File: src/rtl/dp_pkg.sv
// Shared encodings for the parametrised multicycle datapath: ALU operations,
// compare codes, selector codes, IR opcode width and multiplier FSM states.
package dp_pkg;

    // ALU operation codes; any code not listed produces zero.
    typedef enum logic [3:0] {
        AluAdd   = 4'd0,
        AluSub   = 4'd1,
        AluAnd   = 4'd2,
        AluOr    = 4'd3,
        AluNot   = 4'd4,
        AluTcp   = 4'd5,
        AluShl   = 4'd6,
        AluShr   = 4'd7,
        AluLhi   = 4'd8,
        AluPassB = 4'd9
    } alu_op_e;

    // Signed A/B comparison result.
    localparam logic [1:0] CmpEq = 2'b00;
    localparam logic [1:0] CmpGt = 2'b01;
    localparam logic [1:0] CmpLt = 2'b10;

    // Register-file destination select.
    localparam logic [1:0] DstRd   = 2'd0;
    localparam logic [1:0] DstRt   = 2'd1;
    localparam logic [1:0] DstLink = 2'd2;
    localparam logic [1:0] DstNone = 2'd3;

    // Register-file write-data select.
    localparam logic [1:0] WsrcAluOut = 2'd0;
    localparam logic [1:0] WsrcMdr    = 2'd1;
    localparam logic [1:0] WsrcSeq    = 2'd2;
    localparam logic [1:0] WsrcZero   = 2'd3;

    // ALU operand A select.
    localparam logic [1:0] SrcAReg  = 2'd0;
    localparam logic [1:0] SrcAPc   = 2'd1;
    localparam logic [1:0] SrcASeq  = 2'd2;
    localparam logic [1:0] SrcAZero = 2'd3;

    // ALU operand B select.
    localparam logic [1:0] SrcBReg  = 2'd0;
    localparam logic [1:0] SrcBOne  = 2'd1;
    localparam logic [1:0] SrcBImm  = 2'd2;
    localparam logic [1:0] SrcBZero = 2'd3;

    // Opcode occupies the top bits of IR; rs/rt/rd follow downwards.
    localparam int unsigned OPC_BITS = 4;

    typedef enum logic [1:0] {
        MulIdle = 2'd0,
        MulRun  = 2'd1,
        MulDone = 2'd2
    } mul_state_e;

endpackage

File: src/rtl/dp_iter_mul.sv
// Iterative shift-add multiplier: Width cycles of RUN, then a one-cycle DONE.
// Operands are captured on the start edge. product/load present the final sum
// combinationally so the owner can latch it on the edge that enters DONE.
module dp_iter_mul #(
    parameter int unsigned Width = 16
) (
    input  logic             clk,
    input  logic             reset,
    input  logic             start,
    input  logic [Width-1:0] op_a,
    input  logic [Width-1:0] op_b,
    output logic             busy,
    output logic             done,
    output logic             load,
    output logic [Width-1:0] product
);
    import dp_pkg::*;

    localparam int unsigned CntW = $clog2(Width);

    mul_state_e       state_q;
    logic [Width-1:0] mcand_q;
    logic [Width-1:0] mplier_q;
    logic [Width-1:0] acc_q;
    logic [CntW-1:0]  cnt_q;
    logic [Width-1:0] acc_step;

    assign acc_step = acc_q + (mplier_q[0] ? mcand_q : '0);
    assign product  = acc_step;
    assign load     = (state_q == MulRun) && (cnt_q == CntW'(Width - 1));

    // Multiplier FSM with registered busy/done; start is honoured only in idle.
    always_ff @(posedge clk or posedge reset) begin
        if (reset) begin
            state_q  <= MulIdle;
            mcand_q  <= '0;
            mplier_q <= '0;
            acc_q    <= '0;
            cnt_q    <= '0;
            busy     <= 1'b0;
            done     <= 1'b0;
        end else begin
            unique case (state_q)
                MulIdle: begin
                    done <= 1'b0;
                    if (start) begin
                        mcand_q  <= op_a;
                        mplier_q <= op_b;
                        acc_q    <= '0;
                        cnt_q    <= '0;
                        busy     <= 1'b1;
                        state_q  <= MulRun;
                    end
                end
                MulRun: begin
                    acc_q    <= acc_step;
                    mcand_q  <= mcand_q << 1;
                    mplier_q <= mplier_q >> 1;
                    cnt_q    <= cnt_q + 1'b1;
                    if (load) begin
                        busy    <= 1'b0;
                        done    <= 1'b1;
                        state_q <= MulDone;
                    end
                end
                MulDone: begin
                    done    <= 1'b0;
                    state_q <= MulIdle;
                end
                default: begin
                    busy    <= 1'b0;
                    done    <= 1'b0;
                    state_q <= MulIdle;
                end
            endcase
        end
    end

endmodule

File: src/rtl/mc_datapath_param.sv
// Parametrised multicycle datapath: IR/MDR/A/B/ALUOut latches, register file,
// ALU and an iterative multiplier that owns ALUOut while it runs.
// Build option: define DP_RF_BYPASS_EN to forward same-cycle RF write data to
// the RF read ports; left undefined, reads see the old value until the edge.
module mc_datapath_param #(
    parameter int unsigned WORD_SIZE = 16,
    parameter int unsigned NUM_REGS  = 4,
    parameter int unsigned IMM_BITS  = 8,
    parameter int unsigned LINK_REG  = 2
) (
    input  logic                 clk,
    input  logic                 reset,
    input  logic [WORD_SIZE-1:0] inst_addr,
    input  logic [WORD_SIZE-1:0] inst_seq_addr,
    input  logic [WORD_SIZE-1:0] instruction,
    input  logic [WORD_SIZE-1:0] mem_data,
    input  logic                 ir_write,
    input  logic                 mdr_write,
    input  logic                 ab_write,
    input  logic                 alu_out_write,
    input  logic                 reg_write,
    input  logic [1:0]           reg_dst,
    input  logic [1:0]           reg_wsrc,
    input  logic [3:0]           alu_op,
    input  logic [1:0]           alu_src_a,
    input  logic [1:0]           alu_src_b,
    input  logic                 mul_start,
    output logic                 mul_busy,
    output logic                 mul_done,
    output logic [WORD_SIZE-1:0] output_data,
    output logic [WORD_SIZE-1:0] rf_addr,
    output logic [WORD_SIZE-1:0] rf_data,
    output logic [WORD_SIZE-1:0] alu_result,
    output logic [WORD_SIZE-1:0] alu_out,
    output logic [1:0]           alu_cmp
);
    import dp_pkg::*;

    localparam int unsigned W      = WORD_SIZE;
    localparam int unsigned RA     = $clog2(NUM_REGS);
    localparam int unsigned RS_LSB = W - OPC_BITS - RA;
    localparam int unsigned RT_LSB = RS_LSB - RA;
    localparam int unsigned RD_LSB = RT_LSB - RA;

    logic [W-1:0]  ir_q, mdr_q, a_q, b_q, alu_out_q;
    logic [W-1:0]  rf_q [NUM_REGS];
    logic [RA-1:0] rs, rt, rd, wr_idx;
    logic [W-1:0]  imm_sext, wr_data, rs_val, rt_val, op_a, op_b, mul_product;
    logic          wr_en, mul_load;
    logic          unused_opcode;

    assign rs            = ir_q[RS_LSB +: RA];
    assign rt            = ir_q[RT_LSB +: RA];
    assign rd            = ir_q[RD_LSB +: RA];
    assign imm_sext      = {{(W - IMM_BITS){ir_q[IMM_BITS-1]}}, ir_q[IMM_BITS-1:0]};
    assign unused_opcode = ^ir_q[W-1:W-OPC_BITS];

    // RF write port decode; DstNone masks reg_write.
    always_comb begin
        wr_en  = reg_write && (reg_dst != DstNone);
        wr_idx = rd;
        case (reg_dst)
            DstRt:   wr_idx = rt;
            DstLink: wr_idx = RA'(LINK_REG);
            default: wr_idx = rd;
        endcase
        case (reg_wsrc)
            WsrcAluOut: wr_data = alu_out_q;
            WsrcMdr:    wr_data = mdr_q;
            WsrcSeq:    wr_data = inst_seq_addr;
            default:    wr_data = '0;
        endcase
    end

`ifdef DP_RF_BYPASS_EN
    assign rs_val = (wr_en && (wr_idx == rs)) ? wr_data : rf_q[rs];
    assign rt_val = (wr_en && (wr_idx == rt)) ? wr_data : rf_q[rt];
`else
    assign rs_val = rf_q[rs];
    assign rt_val = rf_q[rt];
`endif

    assign output_data = rs_val;
    assign rf_addr     = rs_val;
    assign rf_data     = rt_val;
    assign alu_out     = alu_out_q;

    // ALU operand selection and operation; all results wrap to W bits.
    always_comb begin
        case (alu_src_a)
            SrcAReg: op_a = a_q;
            SrcAPc:  op_a = inst_addr;
            SrcASeq: op_a = inst_seq_addr;
            default: op_a = '0;
        endcase
        case (alu_src_b)
            SrcBReg: op_b = b_q;
            SrcBOne: op_b = W'(1);
            SrcBImm: op_b = imm_sext;
            default: op_b = '0;
        endcase
        case (alu_op)
            AluAdd:   alu_result = op_a + op_b;
            AluSub:   alu_result = op_a - op_b;
            AluAnd:   alu_result = op_a & op_b;
            AluOr:    alu_result = op_a | op_b;
            AluNot:   alu_result = ~op_a;
            AluTcp:   alu_result = ~op_a + 1'b1;
            AluShl:   alu_result = op_a << 1;
            AluShr:   alu_result = {op_a[W-1], op_a[W-1:1]};
            AluLhi:   alu_result = op_b << (W / 2);
            AluPassB: alu_result = op_b;
            default:  alu_result = '0;
        endcase
    end

    // Signed comparison of the A and B latches.
    always_comb begin
        if (a_q == b_q) begin
            alu_cmp = CmpEq;
        end else if ($signed(a_q) > $signed(b_q)) begin
            alu_cmp = CmpGt;
        end else begin
            alu_cmp = CmpLt;
        end
    end

    // Register file storage.
    always_ff @(posedge clk or posedge reset) begin
        if (reset) begin
            for (int i = 0; i < int'(NUM_REGS); i++) begin
                rf_q[i] <= '0;
            end
        end else if (wr_en) begin
            rf_q[wr_idx] <= wr_data;
        end
    end

    // Datapath latches; A/B read through the current (old) IR fields.
    always_ff @(posedge clk or posedge reset) begin
        if (reset) begin
            ir_q      <= '0;
            mdr_q     <= '0;
            a_q       <= '0;
            b_q       <= '0;
            alu_out_q <= '0;
        end else begin
            if (ir_write)  ir_q  <= instruction;
            if (mdr_write) mdr_q <= mem_data;
            if (ab_write) begin
                a_q <= rs_val;
                b_q <= rt_val;
            end
            // The multiplier owns ALUOut from start until DONE retires.
            if (mul_load) begin
                alu_out_q <= mul_product;
            end else if (alu_out_write && !(mul_busy || mul_done)) begin
                alu_out_q <= alu_result;
            end
        end
    end

    dp_iter_mul #(
        .Width(W)
    ) u_mul (
        .clk     (clk),
        .reset   (reset),
        .start   (mul_start),
        .op_a    (a_q),
        .op_b    (b_q),
        .busy    (mul_busy),
        .done    (mul_done),
        .load    (mul_load),
        .product (mul_product)
    );

endmodule
File: config.mk
export PLATFORM = sky130hd
export DESIGN_NAME = mc_datapath_param
export DESIGN_NICKNAME = d
export VERILOG_FILES = /design/src/rtl/dp_pkg.sv /design/src/rtl/dp_iter_mul.sv /design/src/rtl/mc_datapath_param.sv
export SDC_FILE = /design/constraint.sdc
export NUM_CORES = 1
export LEC_CHECK = 0
export CAP_MARGIN = 5
export CORE_ASPECT_RATIO = 1.4
export CORE_MARGIN = 1.5
export CORE_UTILIZATION = 30
export DETAILED_ROUTE_END_ITERATION = 12
export GPL_TIMING_DRIVEN = 0
export PLACE_DENSITY = 0.5
export SLEW_MARGIN = 40
export SYNTH_ARGS = -nofsm -noshare
export SYNTH_HDL_FRONTEND = slang
export SYNTH_SLANG_ARGS = --single-unit
File: constraint.sdc
create_clock -name clk -period 7.9 [get_ports clk]
set_input_delay 1.185 -clock clk [delete_from_list [all_inputs] [get_ports clk]]
set_output_delay 1.185 -clock clk [all_outputs]
set_load 0.03 [all_outputs]
=== After elaboration in Yosys (flattened, before gate mapping) ===
Cells that the tools add are included.
W data, S select, Z words.

* Output and inout port bits: 84
* Bits in registers: 196
* Input bits: 84
* Word-level logic and storage cells: 108

* Reduce and logical (&&, ||, !) cells: 16
* $add $sub $neg: 5
* Mux-type cells: 35
* Bitwise operators: 7
* Magnitude comparators: 5
* Equality and inequality tests: 24

{| class="wikitable"
|+ Operators with widths
! operator !! number
|-
| $mux W16 || 11
|-
| $pmux W16 S10 || 1
|-
| $pmux W16 S3 || 3
|-
| $pmux W16 S2 || 3
|-
| $bmux W16 S2 || 2
|-
| $bwmux W64 || 1
|-
| $add A16 B16 Y16 || 2
|-
| $demux W16 S2 || 1
|-
| $add A16 B1 Y16 const B || 1
|-
| $and A16 B16 Y16 || 1
|-
| $eq A16 B16 Y1 || 1
|-
| $eq A4 B3 Y1 const B || 4
|-
| $gt A16 B16 Y1 || 1
|-
| $not A16 Y16 || 1
|-
| $or A16 B16 Y16 || 1
|-
| $sub A16 B16 Y16 || 1
|-
| $eq A4 B4 Y1 const B || 3
|-
| $eq A2 B1 Y1 const B || 5
|-
| $eq A2 B2 Y1 const B || 5
|-
| $ge A3 B3 Y1 const B || 3
|-
| $not A2 Y3 || 3
|-
| $eq A4 B2 Y1 const B || 2
|-
| $logic_not A2 Y1 || 4
|-
| $mux W2 || 4
|-
| other kinds (17) || 28
|}

=== Longest topological paths before layout ===
Gate-level depths: netlist (run 1).

* Depth after elaboration: 8
* Gate-level depth with buffers: 20

=== Hierarchy ===
From an unflattened synthesis (run 1), not the netlist that was laid out.

* Cells, all modules: 1,420
* Area, all modules: 13,440.4 sq um

{| class="wikitable"
|+ Modules (own cells, without submodules)
! module !! cells each !! area an instance (sq um) !! instances !! sequential area each (sq um)
|-
| mc_datapath_param || 1,053 || 10,085.9 || 1 || 3,503.4
|-
| dp_iter_mul || 367 || 3,354.5 || 1 || 1,401.3
|}

=== Worst setup path after synthesis (run 1) ===
No wires, ideal clock.

* Path kind: input-to-output
* Start: in alu_src_b[0]
* End: out alu_result[13]
* Setup slack: 1.781 ns
* Stages: 18
* Arrival: 4.934 ns
* Data required time: 6.715 ns
* Cell sequence: buf_1 -> clkbuf_1 -> nor3_1 -> nor2_1 -> inv_1 -> ha_1 -> nand2_1 -> or3_1 -> a2111oi_0 -> a21oi_1 -> xnor2_1 -> ha_1 -> a21oi_1 -> o21ai_0 -> a22oi_1 -> o2111ai_1 -> a2111o_1 -> or3_1

* Word-level cells in the longest chain between the ends: 4
* Elaborated cells between the ends (all ways): 9

{| class="wikitable"
|+ Ends and longest elaborated chain
! item !! line !! source
|-
| from (decl) || mc_datapath_param.sv:26 || <nowiki>input logic [1:0] alu_src_b,</nowiki>
|-
| $eq A2 B2 Y1 (tied with other cells) || mc_datapath_param.sv:96 || <nowiki>case (alu_src_b)</nowiki>
|-
| $pmux W16 S3 * || mc_datapath_param.sv:96 ||
|-
| $sub A16 B16 Y16 (tied with other cells) || mc_datapath_param.sv:104 || <nowiki>AluSub: alu_result = op_a - op_b;</nowiki>
|-
| $pmux W16 S10 * || mc_datapath_param.sv:102 || <nowiki>case (alu_op)</nowiki>
|-
| to (decl) || mc_datapath_param.sv:33 || <nowiki>output logic [WORD_SIZE-1:0] alu_result,</nowiki>
|}

Mark *: on every way between the ends. The rest lies on a longest branch, timed or not.

=== Final worst setup path (run 1) ===
* Start: in alu_op[2]
* End: out alu_result[14]

* Word-level cells in the longest chain between the ends: 2
* Elaborated cells between the ends (all ways): 11

{| class="wikitable"
|+ Ends and longest elaborated chain
! item !! line !! source
|-
| from (decl) || mc_datapath_param.sv:24 || <nowiki>input logic [3:0] alu_op,</nowiki>
|-
| $eq A4 B4 Y1 (tied with other cells) || mc_datapath_param.sv:102 ||
|-
| $pmux W16 S10 * || mc_datapath_param.sv:102 ||
|}

Marks and branches as above.

==> results of run 1 <==
[synthesized netlist by cell type, types with 16 or more instances]
| cell | instances |
|---|---|
| mux2i_1 | 41 |
| and2_1 | 17 |
| a22o_1 | 18 |
| nor2b_1 | 47 |
| nor2_1 | 130 |
| nor3_1 | 20 |
| a21oi_1 | 156 |
| dfrtp_1 | 196 |
| a22oi_1 | 36 |
| ha_1 | 54 |
| clkbuf_1 | 69 |
| o21ai_0 | 99 |
| buf_4 | 16 |
| nand3_1 | 19 |
| xnor2_1 | 28 |
| mux4_2 | 32 |
| mux2_2 | 45 |
| nand2_1 | 100 |
| inv_1 | 34 |
[power groups by stage]
stage / Combinational, uW / Sequential, uW / Clock (uW)
finish: 2860 / 1780 / 872
global route: 3100 / 1820 / 926
CTS: 2860 / 1770 / 890
detailed placement: 2840 / 1790 / 0
global placement: 2810 / 1770 / 0
floorplan: 1820 / 1680 / 0
[per-layer routing]
metal  vias up  global-route usage  part of all wire
li1       5491                   -                 -
met1      5949              0.2789              0.42
met2       456              0.3873              0.50
met3        69             0.02806             0.046
met4         0             0.08381             0.032
met5         -                   0                 0
[worst paths after layout]
kind / from / to / depth (start not counted)
worst max-delay path: alu_op[2] / alu_result[14] / 17
worst min-delay path: rf_q[8] / rf_q[8] / 2
worst max register to register: b_q[1] / alu_out[13] / 17
worst min register to register: rf_q[8] / rf_q[8] / 2
max in group asynchronous: reset / ir_q[7] / 3
min in group asynchronous: reset / rf_q[1] / 2
[layout make-up]
| cell class | instances | area, um2 | share of cell area |
|---|---|---|---|
| Multi-Input combinational cell | 1061 | 7625 | 0.4739 |
| Inverter | 40 | 161.4 | 0.01003 |
| Clock inverter | 15 | 146.4 | 0.009099 |
| Timing Repair Buffer | 158 | 1624 | 0.1009 |
| Buffer | 104 | 510.5 | 0.03173 |
| Tap cell | 552 | 690.7 | 0.04293 |
| Sequential cell | 196 | 4905 | 0.3049 |
| Clock buffer | 17 | 425.4 | 0.02644 |
[worst max-delay path, cell delays in order]
cell and delay [ns]:
clkdlybuf4s50_1 0.50, clkbuf_1 0.26, nor3_1 0.34, clkbuf_2 0.37, and2_1 0.17, clkbuf_1 0.30, nor2_1 0.10, xnor2_1 0.24
ha_1 0.35, a211oi_1 0.30, o21ai_1 0.19, a2111o_1 0.42, a31oi_2 0.28, o21bai_1 0.13, xor2_1 0.16, a221o_1 0.47
clkdlybuf4s50_1 0.64
[metrics by stage]
stage / util / setup slack (ns) / instances / setup TNS (ns)
floorplan: - / 1.374 / 1401 / 0
global placement: 0.3566 / -1.658 / 2109 / -321.46
detailed placement: 0.3589 / -0.3316 / 2111 / -0.9376
CTS: 0.3724 / 0.005509 / 2143 / 0
global route: 0.3730 / 0.001723 / 2143 / 0
finish: 0.3730 / 0.2805 / 2143 / 0
[repair_timing]
action | in CTS | in global routing
buffers inserted | 0 | 0
resized for setup | 6 | 6
endpoints found under the setup margin | 5 | 5
[sequential cells by signal (all words and copies together) (netlist names)]
name	count
rf_q	64
u_mul.busy	1
b_q	16
a_q	16
u_mul.mplier_q	16
u_mul.state_q	2
u_mul.done	1
u_mul.mcand_q	16
u_mul.cnt_q	4
alu_out	16
ir_q	12
u_mul.acc_q	16
mdr_q	16
[cells by family after synthesis]
group                      synth area share
DFF                                  0.3736
xor gates and xnor gates            0.02669
and+or+nand+nor                      0.1463
AOI/OAI and AO/OA                    0.2237
buffers and inverters               0.04966
muxes                                0.1248
adders and majority gates           0.05528
==> impl_metrics.yaml, run 1 <==
finish:
  layout_common_cells: "196 x dfrtp_1, 156 x a21oi_1, 153 x clkdlybuf4s50_1"
  n_antenna_cell: 0
  fill_cells: 4416
  final_common_cell: "dfrtp_1"
  final_nets: 1718
  area_growth_pct: 22.55
  drive_gt1_frac: 0.1144
  final_area_um2: 16090
power:
  p_leak_uw: 0.006679
  intPower_uw: 3005
  clkPwrFrac: 0.158
  netSwitchingFraction: 0.4540
  switchingPower_uw: 2499
  p_comb_frac: 0.519
  total_power_uw: 5504
  ir_drop_v: 0.0001998
  seqPwrFrac: 0.323
  powerDensity_nw_per_um2: 342.1
sta:
  hold_ws_ns: 0.5046
  finalSetupViolCount: 0
  max_freq_mhz: 131.2
  maxSlewHeadroom: 0.4734
  finClkSkew_ns: 0.01696
  drv_slew: 0
  rsz0062_at_grt: "no"
  worst-slew-pin-transition_ns: 0.7898
  fin_crit_ns: 7.619
  timing.final.crit_share: 0.9645
  hold_violations: 0
route:
  wl_um: 49780
  dr.first_iter.drc_count: 904
  vias: 11965
  dr.pass1.iters: 6
  ant_nets: 0
  drcViolationCount: 0
  avgViaCountPerCell: 5.583
  avgRoutedWirePerCell_um: 23.23
logic_synthesis:
  synth-main-ff-cell: "dfrtp_1"
  syn_avg_cell_area_um2: 9.370
  synth.top_cell.area_share: 0.3736
  synth_edf_count: 0
  synth_seq_cells: 196
  async_flop_share: 1.000
  synthCells: 1401
  syn_nets: 1541
  syn_area_um2: 13130
  synth_cell_types: 86
  synth-seq-area-share: 0.3736
  yosysWarnings: 0
  synth_largest_area_cell: "dfrtp_1"
  ys_top_cells_by_area: "dfrtp_1 37%, a21oi_1 5.9%, mux4_2 5.5%"
critical_path:
  critPathRequiredTime_ns: 6.71
  crit_path_start_kind: "input pin"
  cp.arrival_ns: 6.43
  rrSetupSlack_ns: 3.16
  worstPathMaxFanout: 10
  path_class: "input pin to primary output"
  cp-end-kind: "primary output"
floorplanning:
  die_w_um: 179.8
  coreArea_um2: 43130
  initial_core_util: 0.3044
  die_h_um: 250.5
  die-area_um2: 45040
  num_rows: 90
  io_pins: 168
place:
  place_area_um2: 15480
  portBuffers: 156
  gp_congestion: 0.9248
  dp_hpwl_um: 39060
clock_tree:
  clock_sinks: 196
  cts_tree: "built"
  clk_latency_ns: 0.48
  root_buffer: "clkbuf_16"
  h-tree-depth: 4
  cts_buffer_depth: 2
  cts_hold_buf: 0
  cts.clk_slew.worst_paths_ns: 0.07
  cts_buffers: 17
grt:
  grt_pass1_vias: 12167
  gr-total-overflow: 0
  grt_max_degree: 77
  track_usage: 0.2221
  antenna_found_initial: 0
  grt_pass1_wl_um: 75820
run:
  drv_cap: 0
worst_hold_path:
  hp-class: "register to register"
run_status:
  status: "finished, final reports clean"
Note: power is estimated with default switching activity, not from simulation.
==> run 2, diff against run 1 <==
--- a/config.mk
+++ b/config.mk
@@ -5,14 +5,15 @@
 export SDC_FILE = /design/constraint.sdc
 export NUM_CORES = 1
 export LEC_CHECK = 0
-export CAP_MARGIN = 5
+export CAP_MARGIN = 10
 export CORE_ASPECT_RATIO = 1.4
 export CORE_MARGIN = 1.5
 export CORE_UTILIZATION = 30
 export DETAILED_ROUTE_END_ITERATION = 12
 export GPL_TIMING_DRIVEN = 0
-export PLACE_DENSITY = 0.5
+export PLACE_DENSITY = 0.49
 export SLEW_MARGIN = 40
 export SYNTH_ARGS = -nofsm -noshare
 export SYNTH_HDL_FRONTEND = slang
+export SYNTH_HIERARCHICAL = 1
 export SYNTH_SLANG_ARGS = --single-unit
==> run 2 against run 1 <==
  * Final cell count increased by 1.2%
  * Non-clock buffer count increased by 3
  * Worst hold slack about the same
  * Via count increased by 0.44%
  * First-iteration DRC count decreased by 14%
  * Die area increased by 2.4%
  * Core utilization decreased by 0.31 points
  * Clock skew decreased by 0.0019 ns
  * Sequential power decreased by 3%
  * Critical path type unchanged
  * Largest power group unchanged
==> impl_metrics.yaml, run 2 <==
run_status:
  status: "finished, final reports clean"
power:
  p_leak_uw: 0.006751
  intPower_uw: 2955
  ir_drop_v: 0.0002984
  total_power_uw: 5400
  powerDensity_nw_per_um2: 330.4
  switchingPower_uw: 2444
  seqPwrFrac: 0.320
  netSwitchingFraction: 0.4527
  p_comb_frac: 0.522
  clkPwrFrac: 0.158
critical_path:
  critPathRequiredTime_ns: 6.71
  rrSetupSlack_ns: 2.86
  cp.arrival_ns: 6.35
  path_cells: "clkbuf_1 > mux2i_1 > nor2_1 > nor4_4 > or3b_1 > a21oi_2 > nor2_1 > xnor2_1 > ha_1 > and3_1 > nand2_1 > a311oi_1 > a21oi_1 > a211oi_1 > a211o_1 > a31o_1 > clkdlybuf4s50_1"
  worstPathMaxFanout: 7
  cp-end-kind: "primary output"
  cp_slowest_cell: "clkdlybuf4s50_1"
  crit_path_start_kind: "input pin"
  cp_slowest_stage_delay_ns: 0.72
  crit_top_cell: "nor2_1"
  path_class: "input pin to primary output"
logic_synthesis:
  synth_cell_types: 87
  synth_top_family_by_area: "compound AO/OA/AOI/OAI gates"
  synth-seq-area-share: 0.3649
  synthCells: 1420
  synth.top_cell.area_share: 0.3649
  yosysMostFrequentCell: "dfrtp_1"
  synthAdderAreaFrac: 0.05325
  synth-xor-area-share: 0.02998
  yosysWarnings: 6
  synth_seq_cells: 196
  synth_largest_area_cell: "dfrtp_1"
  synth_edf_count: 0
  synth-main-ff-cell: "dfrtp_1"
  synth_compound_area_frac: 0.2165
  ys_top_cells_by_count: "196 x dfrtp_1, 147 x a21oi_1, 114 x o21ai_0, 112 x nor2_1, 104 x nand2_1"
  syn_area_um2: 13440
  async_flop_share: 1.000
  synthSimpleGateAreaFrac: 0.1560
  synth_mux_area_frac: 0.1314
  ys_top_cells_by_area: "dfrtp_1 36%, a21oi_1 5.5%, mux4_2 5.4%"
  syn_avg_cell_area_um2: 9.465
  syn_nets: 1556
grt:
  grt_pass1_wl_um: 77410
  track_usage: 0.2270
  gr-total-overflow: 0
  antenna_found_initial: 4
  grt_pass1_vias: 12273
  grt_max_degree: 72
place:
  dp_hpwl_um: 41740
  place_area_um2: 15760
  portBuffers: 153
  dp_cells: 2135
  gp_congestion: 0.9339
sta:
  drv_slew: 0
  tns_ns: 0
  timing.final.crit_share: 0.9538
  hold_ws_ns: 0.5050
  maxSlewHeadroom: 0.4063
  hold_violations: 0
  finalSetupViolCount: 0
  worst-slew-pin-transition_ns: 0.8872
  rsz0062_at_grt: "no"
  finClkSkew_ns: 0.01508
  max_freq_mhz: 132.7
  fin_crit_ns: 7.535
route:
  drcViolationCount: 0
  dr.pass1.iters: 5
  wl_um: 52040
  wl_met1_um: 21410
  vias: 12018
  avgViaCountPerCell: 5.543
  dr_wl_met3_um: 3055
  route.met2.wl_um: 25400
  avgRoutedWirePerCell_um: 24.01
  dr.first_iter.drc_count: 775
  ant_nets: 0
  maxUsedRoutingLayer: "met5"
clock_tree:
  cts.clk_slew.worst_paths_ns: 0.07
  cts_resized: 0
  h-tree-depth: 4
  cts_setup_buffers: 0
  cts_tree: "built"
  clk_latency_ns: 0.46
  cts_buffers: 17
  root_buffer: "clkbuf_16"
  cts_buffer_depth: 2
  cts_hold_buf: 0
  clock_sinks: 196
floorplanning:
  die_h_um: 253.4
  num_rows: 91
  initial_core_util: 0.3042
  die-area_um2: 46100
  die_w_um: 181.9
  coreArea_um2: 44180
  io_pins: 168
worst_hold_path:
  hp-class: "register to register"
finish:
  final_area_um2: 16340
  area_growth_pct: 21.59
  layout_common_cells: "196 x dfrtp_1, 153 x clkdlybuf4s50_1, 146 x a21oi_1"
  final_nets: 1732
  top_register: "rf_q"
  fill_cells: 4533
  layout.cells.non_filler: 2168
  largest_reg_flops: 64
  drive_gt1_frac: 0.1119
  final_common_cell: "dfrtp_1"
run:
  drv_cap: 0
[run 2: final timing paths]
kind,startpoint,endpoint,cells past startpoint
setup reg to reg,b_q[2],alu_out[11],16
setup / recovery,alu_src_b[1],alu_result[15],17
hold reg to reg,rf_q[14],rf_q[14],2
hold / removal,rf_q[14],rf_q[14],2
min in group asynchronous,reset,u_mul/busy,2
max in group asynchronous,reset,rf_q[60],3
[run 2: worst max-delay path, delay by kind of cell]
kind | cells | cell delay (ns)
AOI/OAI and AO/OA | 6 | 1.59
buffers and inverters | 2 | 1.01
adders and majority gates | 1 | 0.29
and+or+nand+nor | 6 | 1.59
xor gates and xnor gates | 1 | 0.34
muxes | 1 | 0.34
[run 2: power by group through the flow]
stage | clock network, uW | registers, uW | logic [uW]
floorplan | 0 | 1640 | 1820
global route | 906 | 1770 | 3050
detailed placement | 0 | 1740 | 2810
CTS | 874 | 1730 | 2820
finish | 855 | 1730 | 2820
global placement | 0 | 1730 | 2780
[run 2: logic make-up (layout without fill, tap and decap cells)]
kind of cell	Yosys count	count (layout)
AOI/OAI and AO/OA	443	443
and+or+nand+nor	405	405
DFF	196	196
buffers and inverters	144	333
muxes	129	129
adders and majority gates	57	57
xor gates and xnor gates	46	46
other	0	1
[run 2: metrics by stage]
stage / worst slack (ns) / utilization
2_1_floorplan: 2.138 / -
3_3_place_gp: 0.4016 / 0.3547
3_5_place_dp: 0.4292 / 0.3568
4_1_cts: 0.4074 / 0.3696
5_1_grt: 0.2109 / 0.3699
6_report: 0.3653 / 0.3699
[run 2: metal layers]
layer | GRT usage | up-vias
met5 | 0 | -
met4 | 0.09776 | 8
met3 | 0.03524 | 90
met2 | 0.3962 | 443
met1 | 0.2770 | 5928
li1 | - | 5549
[run 2: final cells by class]
type / instances / area, um2 / area share
multi-input cells: 1080 / 7921 / 0.4847
repair buffers: 157 / 1592 / 0.09739
plain buffers: 108 / 511.7 / 0.03131
clock inverters: 14 / 127.6 / 0.007809
diodes: 1 / 2.502 / 0.0001531
well taps: 558 / 698.2 / 0.04272
inverters: 36 / 145.1 / 0.008881
flip-flops and latches: 196 / 4905 / 0.3001
clock buffers: 18 / 439.2 / 0.02687
